File: src/rtl/score_keeper_if.sv
// ============================================================================
// Module : score_keeper_if
// Brief  : Game-event inputs and score/phase display outputs of score_keeper.
// Rev    : 1.0  initial release
// ============================================================================
`default_nettype none

interface score_keeper_if;
    logic        start;
    logic        dodge;
    logic        hit;
    logic [15:0] score_bcd;
    logic [15:0] high_bcd;
    logic [3:0]  score_blank;
    logic        playing;
    logic        game_over;
    logic        blink;

    modport master (
        output start, dodge, hit,
        input  score_bcd, high_bcd, score_blank, playing, game_over, blink
    );

    modport slave (
        input  start, dodge, hit,
        output score_bcd, high_bcd, score_blank, playing, game_over, blink
    );
endinterface

`default_nettype wire

File: src/rtl/score_keeper.sv
// ============================================================================
// Module : score_keeper
// Brief  : BCD score / high-score bookkeeping and IDLE/PLAYING/OVER phase FSM.
// Rev    : 1.0  initial release
// ============================================================================
`default_nettype none

module score_keeper #(
    parameter int BLINK_CYCLES = 25_000_000
) (
    input  wire logic       clk,
    input  wire logic       reset_n,
    score_keeper_if.slave   bus
);

    localparam int CNT_W = (BLINK_CYCLES > 1) ? $clog2(BLINK_CYCLES) : 1;
    localparam logic [CNT_W-1:0] CNT_LAST = CNT_W'(BLINK_CYCLES - 1);
    localparam logic [15:0] SCORE_MAX = 16'h9999;

    typedef enum logic [1:0] {
        IDLE    = 2'd0,
        PLAYING = 2'd1,
        OVER    = 2'd2
    } state_t;

    state_t           state;
    logic [15:0]      score;
    logic [15:0]      high;
    logic             blink;
    logic [CNT_W-1:0] blink_cnt;

    // Ripple +1 across all four digits in one cycle.
    function automatic logic [15:0] bcd_inc(input logic [15:0] v);
        logic [15:0] r;
        logic        carry;
        r     = v;
        carry = 1'b1;
        for (int i = 0; i < 4; i++) begin
            if (carry) begin
                if (v[4*i +: 4] == 4'd9) begin
                    r[4*i +: 4] = 4'd0;
                end else begin
                    r[4*i +: 4] = v[4*i +: 4] + 4'd1;
                    carry       = 1'b0;
                end
            end
        end
        return r;
    endfunction

    always_ff @(posedge clk or negedge reset_n) begin
        if (!reset_n) begin
            state     <= IDLE;
            score     <= 16'h0000;
            high      <= 16'h0000;
            blink     <= 1'b1;
            blink_cnt <= '0;
        end else begin
            case (state)
                IDLE: begin
                    if (bus.start) begin
                        state <= PLAYING;
                        score <= 16'h0000;
                    end
                end
                PLAYING: begin
                    if (bus.start) begin
                        score <= 16'h0000;
                    end else if (bus.hit) begin
                        state     <= OVER;
                        blink     <= 1'b1;
                        blink_cnt <= '0;
                        if (score > high)
                            high <= score;
                    end else if (bus.dodge && (score != SCORE_MAX)) begin
                        score <= bcd_inc(score);
                    end
                end
                OVER: begin
                    if (bus.start) begin
                        state     <= PLAYING;
                        score     <= 16'h0000;
                        blink     <= 1'b1;
                        blink_cnt <= '0;
                    end else if (blink_cnt == CNT_LAST) begin
                        blink_cnt <= '0;
                        blink     <= ~blink;
                    end else begin
                        blink_cnt <= blink_cnt + 1'b1;
                    end
                end
                default: begin
                    state     <= IDLE;
                    blink     <= 1'b1;
                    blink_cnt <= '0;
                end
            endcase
        end
    end

    assign bus.score_bcd      = score;
    assign bus.high_bcd       = high;
    assign bus.blink          = blink;
    assign bus.playing        = (state == PLAYING);
    assign bus.game_over      = (state == OVER);
    // Ones digit is never blanked so a zero score still shows "0".
    assign bus.score_blank[0] = 1'b0;
    assign bus.score_blank[1] = (score[15:4]  == 12'h000);
    assign bus.score_blank[2] = (score[15:8]  == 8'h00);
    assign bus.score_blank[3] = (score[15:12] == 4'h0);

endmodule

`default_nettype wire

File: src/flat_wrapper.sv
// flat-port wrapper written by rule: the top's interface ports become plain ports
module score_keeper_flat 
#(
    parameter int BLINK_CYCLES = 25_000_000
)
  (clk, reset_n, bus_start, bus_dodge, bus_hit, bus_score_bcd, bus_high_bcd, bus_score_blank, bus_playing, bus_game_over, bus_blink);
  score_keeper_if bus_i ();
  input  wire logic clk;
  input  wire logic reset_n;
  input wire logic [$bits(bus_i.start)-1:0] bus_start;
  input wire logic [$bits(bus_i.dodge)-1:0] bus_dodge;
  input wire logic [$bits(bus_i.hit)-1:0] bus_hit;
  output wire logic [$bits(bus_i.score_bcd)-1:0] bus_score_bcd;
  output wire logic [$bits(bus_i.high_bcd)-1:0] bus_high_bcd;
  output wire logic [$bits(bus_i.score_blank)-1:0] bus_score_blank;
  output wire logic [$bits(bus_i.playing)-1:0] bus_playing;
  output wire logic [$bits(bus_i.game_over)-1:0] bus_game_over;
  output wire logic [$bits(bus_i.blink)-1:0] bus_blink;
  assign bus_i.start = bus_start;
  assign bus_i.dodge = bus_dodge;
  assign bus_i.hit = bus_hit;
  assign bus_score_bcd = bus_i.score_bcd;
  assign bus_high_bcd = bus_i.high_bcd;
  assign bus_score_blank = bus_i.score_blank;
  assign bus_playing = bus_i.playing;
  assign bus_game_over = bus_i.game_over;
  assign bus_blink = bus_i.blink;
  score_keeper #(.BLINK_CYCLES(BLINK_CYCLES)) u_core (.clk(clk), .reset_n(reset_n), .bus(bus_i));
endmodule
File: config.mk
export PLATFORM = sky130hd
export DESIGN_NAME = score_keeper_flat
export DESIGN_NICKNAME = d
export VERILOG_FILES = /design/src/rtl/score_keeper_if.sv /design/src/rtl/score_keeper.sv /design/src/flat_wrapper.sv
export SDC_FILE = /design/constraint.sdc
export NUM_CORES = 1
export LEC_CHECK = 0
export CAP_MARGIN = 20
export CORE_ASPECT_RATIO = 1.5
export CORE_MARGIN = 1
export CORE_UTILIZATION = 60
export CTS_CLUSTER_SIZE = 20
export DETAILED_ROUTE_END_ITERATION = 6
export DONT_BUFFER_PORTS = 1
export HOLD_SLACK_MARGIN = 0.12
export PLACE_DENSITY = 0.76
export SETUP_SLACK_MARGIN = 0.05
export SYNTH_ARGS = -nofsm -noshare
export SYNTH_HDL_FRONTEND = slang
export SYNTH_SLANG_ARGS = --single-unit
File: constraint.sdc
create_clock -name clk -period 2.4 [get_ports clk]
set_clock_uncertainty 0.05 [all_clocks]
set_input_delay 0.24 -clock clk [delete_from_list [all_inputs] [get_ports clk]]
set_output_delay 0.24 -clock clk [all_outputs]
set_load 0.05 [all_outputs]
==> results of run 1 <==
## cells by family (layout without fill, tap and decap cells)
group           Yosys count  in the layout  synth area share (%)
fa+ha+maj                28             28                 9.003
simple gates            170            170                 24.28
flops                    60             60                 38.62
other cells               1              1               0.09637
compound gates           91             91                 17.85
mux                       3              3                0.8039
xor+xnor                 15             15                 3.376
buf+inv                  53            107                 5.981
## area by class of cell
cell class              count  area, um2
clock buffers              11      141.4
repair buffers             54      445.4
multi-input cells         308       2173
clock inverters             5      100.1
fillers                   459       1613
inverters                  37      138.9
well taps                  74      92.59
flip-flops and latches     60       1514
## through the flow
step / power [mW] / worst slack, ns / cells / hold slack (ns) / utilization (%)
after floorplan: 1.579 / 0.06344 / 421 / -0.1056 / -
after global placement: 1.735 / 0.2550 / 529 / -0.1041 / 69.11
after detailed placement: 1.752 / 0.1766 / 529 / -0.1045 / 69.11
after CTS: 2.902 / 0.1579 / 549 / 0.1295 / 73.92
after global routing: 3.012 / 0.05912 / 549 / 0.1495 / 74.06
final: 2.884 / 0.2008 / 549 / 0.1476 / 74.06
## layout by cell type (no fill, tap or decap), types with 4 or more instances in the layout
cell type / instances
a21oi_1: 13
dfrtp_2: 9
a32oi_1: 16
inv_1: 37
dfrtp_1: 50
buf_4: 49
o21ai_0: 17
a21o_1: 4
xnor2_1: 10
nand3_1: 21
nand2b_1: 5
nand4_1: 9
ha_1: 28
o31ai_1: 18
and3_1: 4
nand2_1: 39
nor3_1: 9
nor4_1: 19
nor2_1: 28
clkbuf_8: 10
xor2_1: 5
## what timing repair did
action	in CTS	in global routing
gates resized for setup	0	1
hold buffers	4	0
endpoints found under the setup margin	0	20
endpoints found under the hold margin	62	0
## sequential cells by signal (all words and copies together) (netlist names)
name,flops
u_core.bus.high_bcd,16
u_core.state,2
u_core.blink_cnt,25
u_core.bus.score_bcd,16
u_core.bus.blink,1
## where the power goes
part           switching [mW]  leakage (nW)  internal (mW)
Combinational           0.422          1.21          0.200
Sequential             0.0828         0.735           1.06
Clock                   0.407         0.123          0.715
## worst paths after layout
check / start / to / slack (ns) / cells past startpoint
worst max register to register: u_core.bus.score_bcd[6]$_DFFE_PN0P_ / u_core.bus.high_bcd[1]$_DFFE_PN0P_ / 0.22 / 7
worst min-delay path: bus_hit / u_core.blink_cnt[2]$_DFFE_PN0P_ / 0.15 / 2
max in group asynchronous: reset_n / u_core.bus.blink$_DFFE_PN1P_ / 1.61 / 2
worst max-delay path: u_core.bus.score_bcd[12]$_DFFE_PN0P_ / bus_score_blank[1] / 0.20 / 5
min in group asynchronous: reset_n / u_core.bus.high_bcd[11]$_DFFE_PN0P_ / 0.39 / 2
worst min register to register: u_core.blink_cnt[2]$_DFFE_PN0P_ / u_core.blink_cnt[2]$_DFFE_PN0P_ / 0.49 / 1
## critical path, stage by stage (launching register included)
cell and delay (ns):
dfrtp_2 0.45, inv_1 0.10, ha_1 0.16, and3_2 0.20, and4_4 0.23, and4_2 0.41
## metal layers
layer  global-route usage, %  part of all wire (%)  vias up
met2                   52.48                    53       81
met3                   6.561                   3.7       26
met1                   33.95                    41     1650
met4                   14.24                   2.8        0
met5                       0                     0        -
li1                        -                     -     1647
==> flow_metrics.py, run 1 <==
metrics = {
    "floorplanning": {
        "core_area_um2": 6218,
        "fp-row-count": 35,
        "io_pins": 44,
        "initial_core_util_pct": 62.58,
        "die_area_um2": 6818,
        "die_y_um": 100.6,
        "die_x_um": 67.76,
    },
    "drt": {
        "post_drt_wl_per_cell_um": 16.97,
        "drt_iter0_markers": 245,
        "postRouteWirelength_um": 9319,
        "vias_per_cell": 6.200,
        "first_pass_iters": 4,
        "num_vias": 3404,
        "ant_nets": 0,
        "drc": 0,
    },
    "yosys": {
        "netlist_area_um2": 3891,
        "synth_edf_count": 0,
        "synthTopCellsByArea": "dfrtp_1 (38%), ha_1 (9.0%), nand2_1 (3.8%)",
        "yosysUniqueCellTypes": 61,
        "syn_nets": 454,
        "synth-main-ff-cell": "dfrtp_1",
        "ys_ff_latch": 60,
        "yosysMostFrequentCell": "dfrtp_1",
        "yosysSeqAreaShare_pct": 38.62,
        "synthCells": 421,
        "synth.largest_area_cell": "dfrtp_1",
        "synth_area_per_cell_um2": 9.243,
        "async_reset_ff_share_pct": 100.0,
        "netlist_top_cells_count": "dfrtp_1 (59), nand2_1 (39), inv_1 (37), ha_1 (28), nor2_1 (28)",
        "yosys.area.top_type_share_pct": 37.94,
        "yosysWarningCount": 0,
    },
    "sta": {
        "drv_slew": 0,
        "rsz0062_at_grt": "true",
        "fin_crit_sh_pct": 91.63,
        "fin_setup_tns_ns": 0,
        "fmaxAchievable_mhz": 454.7,
        "setup_viol": 0,
        "hold_viol": 0,
        "slew_headroom_pct": 65.60,
        "min_period_ns": 2.199,
        "tightest_slew_ns": 0.5160,
    },
    "clock_network": {
        "path_clk_slew_ns": 0.07,
        "ctsLongestPathBuffers": 2,
        "cts.htree.levels": 3,
        "cts_setup_buffers": 0,
        "cts.sinks": 60,
        "clockRootBuffer": "clkbuf_8",
        "clk_latency_ns": 0.35,
        "cts_tree": "yes",
        "cts-buffers-inserted": 9,
    },
    "finish": {
        "final_nets": 503,
        "layout-area-overhead-vs-synth_pct": 18.36,
        "drive_above_1_share_pct": 20.63,
        "fin_area_um2": 4606,
        "antennaDiodeCount": 0,
    },
    "placement": {
        "portBuffers": 0,
        "dp_hpwl_um": 6756,
        "place_area_um2": 4298,
        "globalplace.congestion": 0.8712,
    },
    "grt": {
        "grt_pass1_wl_um": 15350,
        "grt_overflow_total": 0,
        "grt_max_degree": 61,
        "antenna_found_initial": 0,
        "grt_pass1_vias": 3379,
        "grt_use_total_pct": 30.21,
    },
    "setup_path": {
        "criticalPathCategory": "register to output port",
        "worstSetupStartpointType": "register",
        "arrival_ns": 1.91,
        "cp_max_fo": 7,
        "worstSetupEndpointType": "output port",
        "worst-endpoint-required_ns": 2.11,
    },
    "power": {
        "power_leakage_nw": 2.069,
        "power_density_nw_per_um2": 626.3,
        "peakVddDrop_mv": 0.4040,
    },
    "worst_hold_path": {
        "hold_path.class": "primary input to register",
    },
    "outcome": {
        "outcome": "finished clean",
    },
    "flow_run": {
        "cap_violations": 0,
    },
}
Note: power is estimated with default switching activity, not from simulation.
==> run 2: changes to the inputs <==
==> constraint.sdc (replaced) <==
create_clock -name clk -period 2.4 [get_ports clk]
set_clock_uncertainty 0.05 [all_clocks]
set_input_delay 0.36 -clock clk [delete_from_list [all_inputs] [get_ports clk]]
set_output_delay 0.36 -clock clk [all_outputs]
set_load 0.05 [all_outputs]
==> flow_metrics.py, run 2 (synthesis results as in run 1) <==
metrics = {
    "worst_hold_path": {
        "hold_start": "bus_hit",
        "hold_path.class": "primary input to register",
        "min_to": "u_core.state[1]$_DFFE_PN0P_",
        "hold_path_depth": 2,
    },
    "sta": {
        "drv_slew": 0,
        "hold_viol": 0,
        "fin_setup_tns_ns": 0,
        "setup_viol": 0,
        "min_period_ns": 2.264,
        "tightest_slew_ns": 0.7269,
        "slew_headroom_pct": 51.54,
        "rsz0062_at_grt": "false",
        "fin_crit_sh_pct": 94.35,
        "fmaxAchievable_mhz": 441.6,
    },
    "clock_network": {
        "clk_latency_ns": 0.35,
        "cts.sinks": 60,
        "clockRootBuffer": "clkbuf_8",
        "cts-buffers-inserted": 9,
        "cts.htree.levels": 3,
        "ctsLongestPathBuffers": 2,
        "path_clk_slew_ns": 0.08,
        "cts_setup_buffers": 0,
        "cts_tree": "yes",
    },
    "grt": {
        "grt_pass1_wl_um": 15210,
        "grt_overflow_total": 0,
        "grt_pass1_vias": 3297,
        "antenna_found_initial": 0,
        "grt_max_degree": 61,
        "grt_use_total_pct": 30.18,
    },
    "finish": {
        "regArea_um2": 1514,
        "fin_util_pct": 73.02,
        "final_common_cell": "dfrtp_1",
        "antennaDiodeCount": 0,
        "num-fill-cells": 447,
        "largest-register": "u_core.blink_cnt",
        "multiInputGateArea_um2": 2175,
        "final_nets": 500,
        "final_cell_mix": "dfrtp_1 (50), buf_4 (48), nand2_1 (39)",
        "layout-area-overhead-vs-synth_pct": 16.69,
        "drive_above_1_share_pct": 20.55,
        "largest_reg_flops": 25,
    },
    "floorplanning": {
        "die_y_um": 100.6,
        "die_x_um": 67.76,
        "die_area_um2": 6818,
        "io_pins": 44,
        "initial_core_util_pct": 62.58,
        "core_area_um2": 6218,
        "fp-row-count": 35,
    },
    "power": {
        "peakVddDrop_mv": 0.4993,
        "power_leakage_nw": 2.035,
        "power_density_nw_per_um2": 601.2,
        "power_frac_seq_pct": 41.6,
        "switching_share_pct": 34.36,
        "p_int_mw": 1.792,
        "p_sw_mw": 0.9381,
        "clock_power_share_pct": 35.2,
        "combPwrFrac_pct": 23.2,
    },
    "placement": {
        "globalplace.congestion": 0.8521,
        "dp_hpwl_um": 6798,
        "portBuffers": 0,
    },
    "setup_path": {
        "r2r_slack_ns": 0.20,
        "cp_max_fo": 7,
        "criticalPathCategory": "register to output port",
        "timing.rr.start": "u_core.bus.score_bcd[4]$_DFFE_PN0P_",
        "worst_r2r_path_depth": 7,
        "timing.rr.end": "u_core.bus.high_bcd[13]$_DFFE_PN0P_",
        "worstSetupStartpointType": "register",
        "arrival_ns": 1.85,
        "worstSetupEndpointType": "output port",
        "worst-endpoint-required_ns": 1.99,
    },
    "drt": {
        "drc": 0,
        "post_drt_wl_per_cell_um": 17.49,
        "drt_iter0_markers": 254,
        "ant_nets": 0,
        "first_pass_iters": 4,
        "vias_per_cell": 6.121,
        "num_vias": 3342,
        "postRouteWirelength_um": 9548,
    },
    "flow_run": {
        "cap_violations": 0,
    },
    "outcome": {
        "outcome": "finished clean",
    },
}
==> run 2: final cells by class <==
cell class	instances	area share [%]
clock buffers	12	3.417
clock inverters	4	1.047
inverters	37	3.059
multi-input cells	308	47.89
flip-flops and latches	60	33.34
well taps	74	2.039
repair buffers	51	9.204
==> run 2: per-stage QoR <==
step / hold WS, ns / cells / cell area, um2 / total power, mW / worst slack [ns]
5_1_grt: 0.1376 / 546 / 4541 / 2.843 / 0.01438
4_1_cts: 0.1210 / 546 / 4532 / 2.738 / 0.1167
6_report: 0.1342 / 546 / 4541 / 2.730 / 0.1356
2_1_floorplan: 0.01441 / 421 / 3913 / 1.586 / 0.06344
3_5_place_dp: 0.01551 / 528 / 4292 / 1.760 / 0.1440
3_3_place_gp: 0.01593 / 528 / 4292 / 1.738 / 0.2760
==> run 2: what timing repair did <==
action                                  4_1_cts  5_1_grt
endpoints found under the setup margin        0       11
gates resized for setup                       0        1
hold endpoints to repair                     60        0
hold buffers                                  2        0
==> run 2: worst max-delay path by stage <==
stage,end,start,cells past startpoint,slack (ns)
after global placement,u_core.blink_cnt[23]$_DFFE_PN0P_,u_core.blink_cnt[11]$_DFFE_PN0P_,6,0.28
after detailed placement,u_core.bus.high_bcd[13]$_DFFE_PN0P_,u_core.bus.score_bcd[13]$_DFFE_PN0P_,7,0.14
after global routing,u_core.blink_cnt[23]$_DFFE_PN0P_,u_core.blink_cnt[1]$_DFFE_PN0P_,7,0.01
after CTS,u_core.bus.high_bcd[13]$_DFFE_PN0P_,u_core.bus.score_bcd[13]$_DFFE_PN0P_,7,0.12
after floorplan,u_core.bus.high_bcd[11]$_DFFE_PN0P_,u_core.bus.high_bcd[10]$_DFFE_PN0P_,9,0.06
final,bus_score_blank[1],u_core.bus.score_bcd[12]$_DFFE_PN0P_,5,0.14
==> run 2: critical path: stages (launching register included) <==
cell     delay [ns]
dfrtp_2        0.46
inv_1          0.12
ha_1           0.16
and3_2         0.21
and4_4         0.24
and4_4         0.33
==> run 2: per-layer routing <==
| metal | track usage, % | part of all wire [%] | vias up |
|---|---|---|---|
| met3 | 9.276 | 3.6 | 13 |
| met2 | 52.55 | 54 | 66 |
| li1 | - | - | 1645 |
| met4 | 13.91 | 1.7 | 0 |
| met5 | 0 | 0 | - |
| met1 | 32.13 | 41 | 1618 |
==> run 2: power by group through the flow <==
stage | Combinational, mW | Clock [mW] | Sequential [mW]
2_1_floorplan | 0.344 | 0 | 1.24
3_3_place_gp | 0.590 | 0 | 1.15
3_5_place_dp | 0.604 | 0 | 1.16
4_1_cts | 0.636 | 0.967 | 1.14
5_1_grt | 0.684 | 1.02 | 1.14
6_report | 0.633 | 0.960 | 1.14
==> run 3: changes to the inputs <==
--- a/config.mk
+++ b/config.mk
@@ -7,7 +7,7 @@
 export LEC_CHECK = 0
 export CAP_MARGIN = 20
 export CORE_ASPECT_RATIO = 1.5
-export CORE_MARGIN = 1
+export CORE_MARGIN = 2
 export CORE_UTILIZATION = 60
 export CTS_CLUSTER_SIZE = 20
 export DETAILED_ROUTE_END_ITERATION = 6
==> constraint.sdc (replaced) <==
create_clock -name clk -period 2.76 [get_ports clk]
set_clock_uncertainty 0.05 [all_clocks]
set_input_delay 0.414 -clock clk [delete_from_list [all_inputs] [get_ports clk]]
set_output_delay 0.414 -clock clk [all_outputs]
set_load 0.05 [all_outputs]
==> flow_metrics.py, run 3 (synthesis results as in run 1) <==
metrics = {
    "floorplanning": {
        "fp-row-count": 35,
        "die_x_um": 69.76,
        "io_pins": 44,
        "die_y_um": 102.6,
        "core_area_um2": 6218,
        "die_area_um2": 7159,
        "initial_core_util_pct": 62.58,
    },
    "setup_path": {
        "worst_r2r_path_depth": 7,
        "cp_slowest_cell": "dfrtp_1",
        "cp_max_fo": 16,
        "criticalPathCategory": "register to register",
        "worstSetupStartpointType": "register",
        "worst-endpoint-required_ns": 2.95,
        "worstSetupEndpointType": "register",
        "arrival_ns": 2.75,
        "timing.rr.end": "u_core.bus.high_bcd[13]$_DFFE_PN0P_",
        "cp_cell_sequence": "inv_1, ha_1, nand2_1, nor4_4, o21ai_2, and3_1, o31ai_1",
        "r2r_slack_ns": 0.21,
        "timing.rr.start": "u_core.bus.high_bcd[10]$_DFFE_PN0P_",
        "slowest_delay_ns": 0.65,
    },
    "worst_hold_path": {
        "min_to": "u_core.state[1]$_DFFE_PN0P_",
        "hold_path.class": "primary input to register",
        "hold_start": "bus_hit",
        "hold_path_depth": 2,
    },
    "sta": {
        "fin_crit_sh_pct": 92.55,
        "min_period_ns": 2.554,
        "setup_slack_ns": 0.2057,
        "fmaxAchievable_mhz": 391.5,
        "tightest_slew_ns": 0.7036,
        "drv_slew": 0,
        "fin_setup_tns_ns": 0,
        "slew_headroom_pct": 53.09,
        "hold_viol": 0,
        "rsz0062_at_grt": "false",
        "setup_viol": 0,
    },
    "clock_network": {
        "cts_tree": "yes",
        "cts_hold_buf": 2,
        "cts-buffers-inserted": 9,
        "path_clk_slew_ns": 0.08,
        "clockRootBuffer": "clkbuf_8",
        "cts.sinks": 60,
        "post_cts_resized": 0,
        "clk_latency_ns": 0.34,
        "cts.htree.levels": 3,
        "ctsLongestPathBuffers": 2,
        "cts_setup_buffers": 0,
    },
    "placement": {
        "portBuffers": 0,
        "place_area_um2": 4209,
        "dp_hpwl_um": 6450,
        "pre_cts_ws_ns": 0.2499,
        "globalplace.congestion": 0.8255,
    },
    "drt": {
        "ant_nets": 0,
        "vias_per_cell": 6.212,
        "postRouteWirelength_um": 9163,
        "drc": 0,
        "drt_iter0_markers": 213,
        "num_vias": 3348,
        "post_drt_wl_per_cell_um": 17.00,
        "first_pass_iters": 4,
    },
    "finish": {
        "final_cell_mix": "dfrtp_1 (59), buf_4 (42), nand2_1 (39)",
        "fin_area_um2": 4459,
        "antennaDiodeCount": 0,
        "drive_above_1_share_pct": 17.20,
        "multiInputGateArea_um2": 2160,
        "final_common_cell": "dfrtp_1",
        "fin_util_pct": 71.71,
        "largest-register": "u_core.blink_cnt",
        "layout-area-overhead-vs-synth_pct": 14.60,
        "regArea_um2": 1503,
        "final_nets": 493,
        "num-fill-cells": 486,
        "largest_reg_flops": 25,
    },
    "power": {
        "finalPower_mw": 2.369,
        "peakVddDrop_mv": 0.4609,
        "power_leakage_nw": 2.005,
        "power_density_nw_per_um2": 531.2,
    },
    "grt": {
        "antenna_found_initial": 0,
        "grt_overflow_total": 0,
        "grt_pass1_wl_um": 15910,
        "grt_max_degree": 61,
        "grt_use_total_pct": 27.94,
        "grt_pass1_vias": 3359,
    },
    "outcome": {
        "outcome": "finished clean",
    },
    "flow_run": {
        "cap_violations": 0,
    },
}
run 3: critical path, delay by kind of cell, from the launching register on:
family | cells | cell delay [ns]
AO/OA/AOI/OAI | 2 | 0.45
buffers and inverters | 1 | 0.13
flip-flops | 1 | 0.65
adder cells (fa/ha/maj) | 1 | 0.30
AND/OR/NAND/NOR | 3 | 0.86
run 3: how the worst max path moves through the flow:
stage / startpoint / to / slack (ns) / depth (start not counted)
5_1_grt: u_core.bus.high_bcd[10]$_DFFE_PN0P_ / u_core.bus.high_bcd[1]$_DFFE_PN0P_ / 0.06 / 7
2_1_floorplan: u_core.bus.score_bcd[12]$_DFFE_PN0P_ / bus_score_blank[1] / 0.14 / 5
3_3_place_gp: u_core.bus.high_bcd[10]$_DFFE_PN0P_ / u_core.bus.high_bcd[14]$_DFFE_PN0P_ / 0.37 / 7
4_1_cts: u_core.bus.high_bcd[10]$_DFFE_PN0P_ / u_core.bus.high_bcd[3]$_DFFE_PN0P_ / 0.23 / 7
6_report: u_core.bus.high_bcd[10]$_DFFE_PN0P_ / u_core.bus.high_bcd[13]$_DFFE_PN0P_ / 0.21 / 7
3_5_place_dp: u_core.bus.high_bcd[10]$_DFFE_PN0P_ / u_core.bus.high_bcd[13]$_DFFE_PN0P_ / 0.25 / 7
run 3: routing by layer:
layer / share of wire (%) / track usage, %
met2: 54 / 51.55
met3: 3.3 / 5.572
met1: 41 / 31.57
met4: 2.5 / 11.98
met5: 0 / 0
run 3: power breakdown:
group / internal [mW] / total, mW / switching (mW)
logic: 0.156 / 0.522 / 0.366
clock network: 0.492 / 0.860 / 0.368
registers: 0.917 / 0.987 / 0.0699
total: 1.56 / 2.37 / 0.805
run 3: area by class of cell:
| class | instances | share of cell area [%] |
|---|---|---|
| Multi-Input combinational cell | 308 | 48.43 |
| Sequential cell | 60 | 33.70 |
| Timing Repair Buffer | 44 | 7.912 |
| Clock buffer | 13 | 3.788 |
| Inverter | 37 | 3.114 |
| Tap cell | 74 | 2.076 |
| Clock inverter | 3 | 0.9820 |
run 3: through the flow:
stage          instances  hold slack (ns)
2_1_floorplan        421          0.06841
3_3_place_gp         521          0.06976
6_report             539           0.1932
5_1_grt              539           0.1992
4_1_cts              539           0.1890
3_5_place_dp         521          0.06966
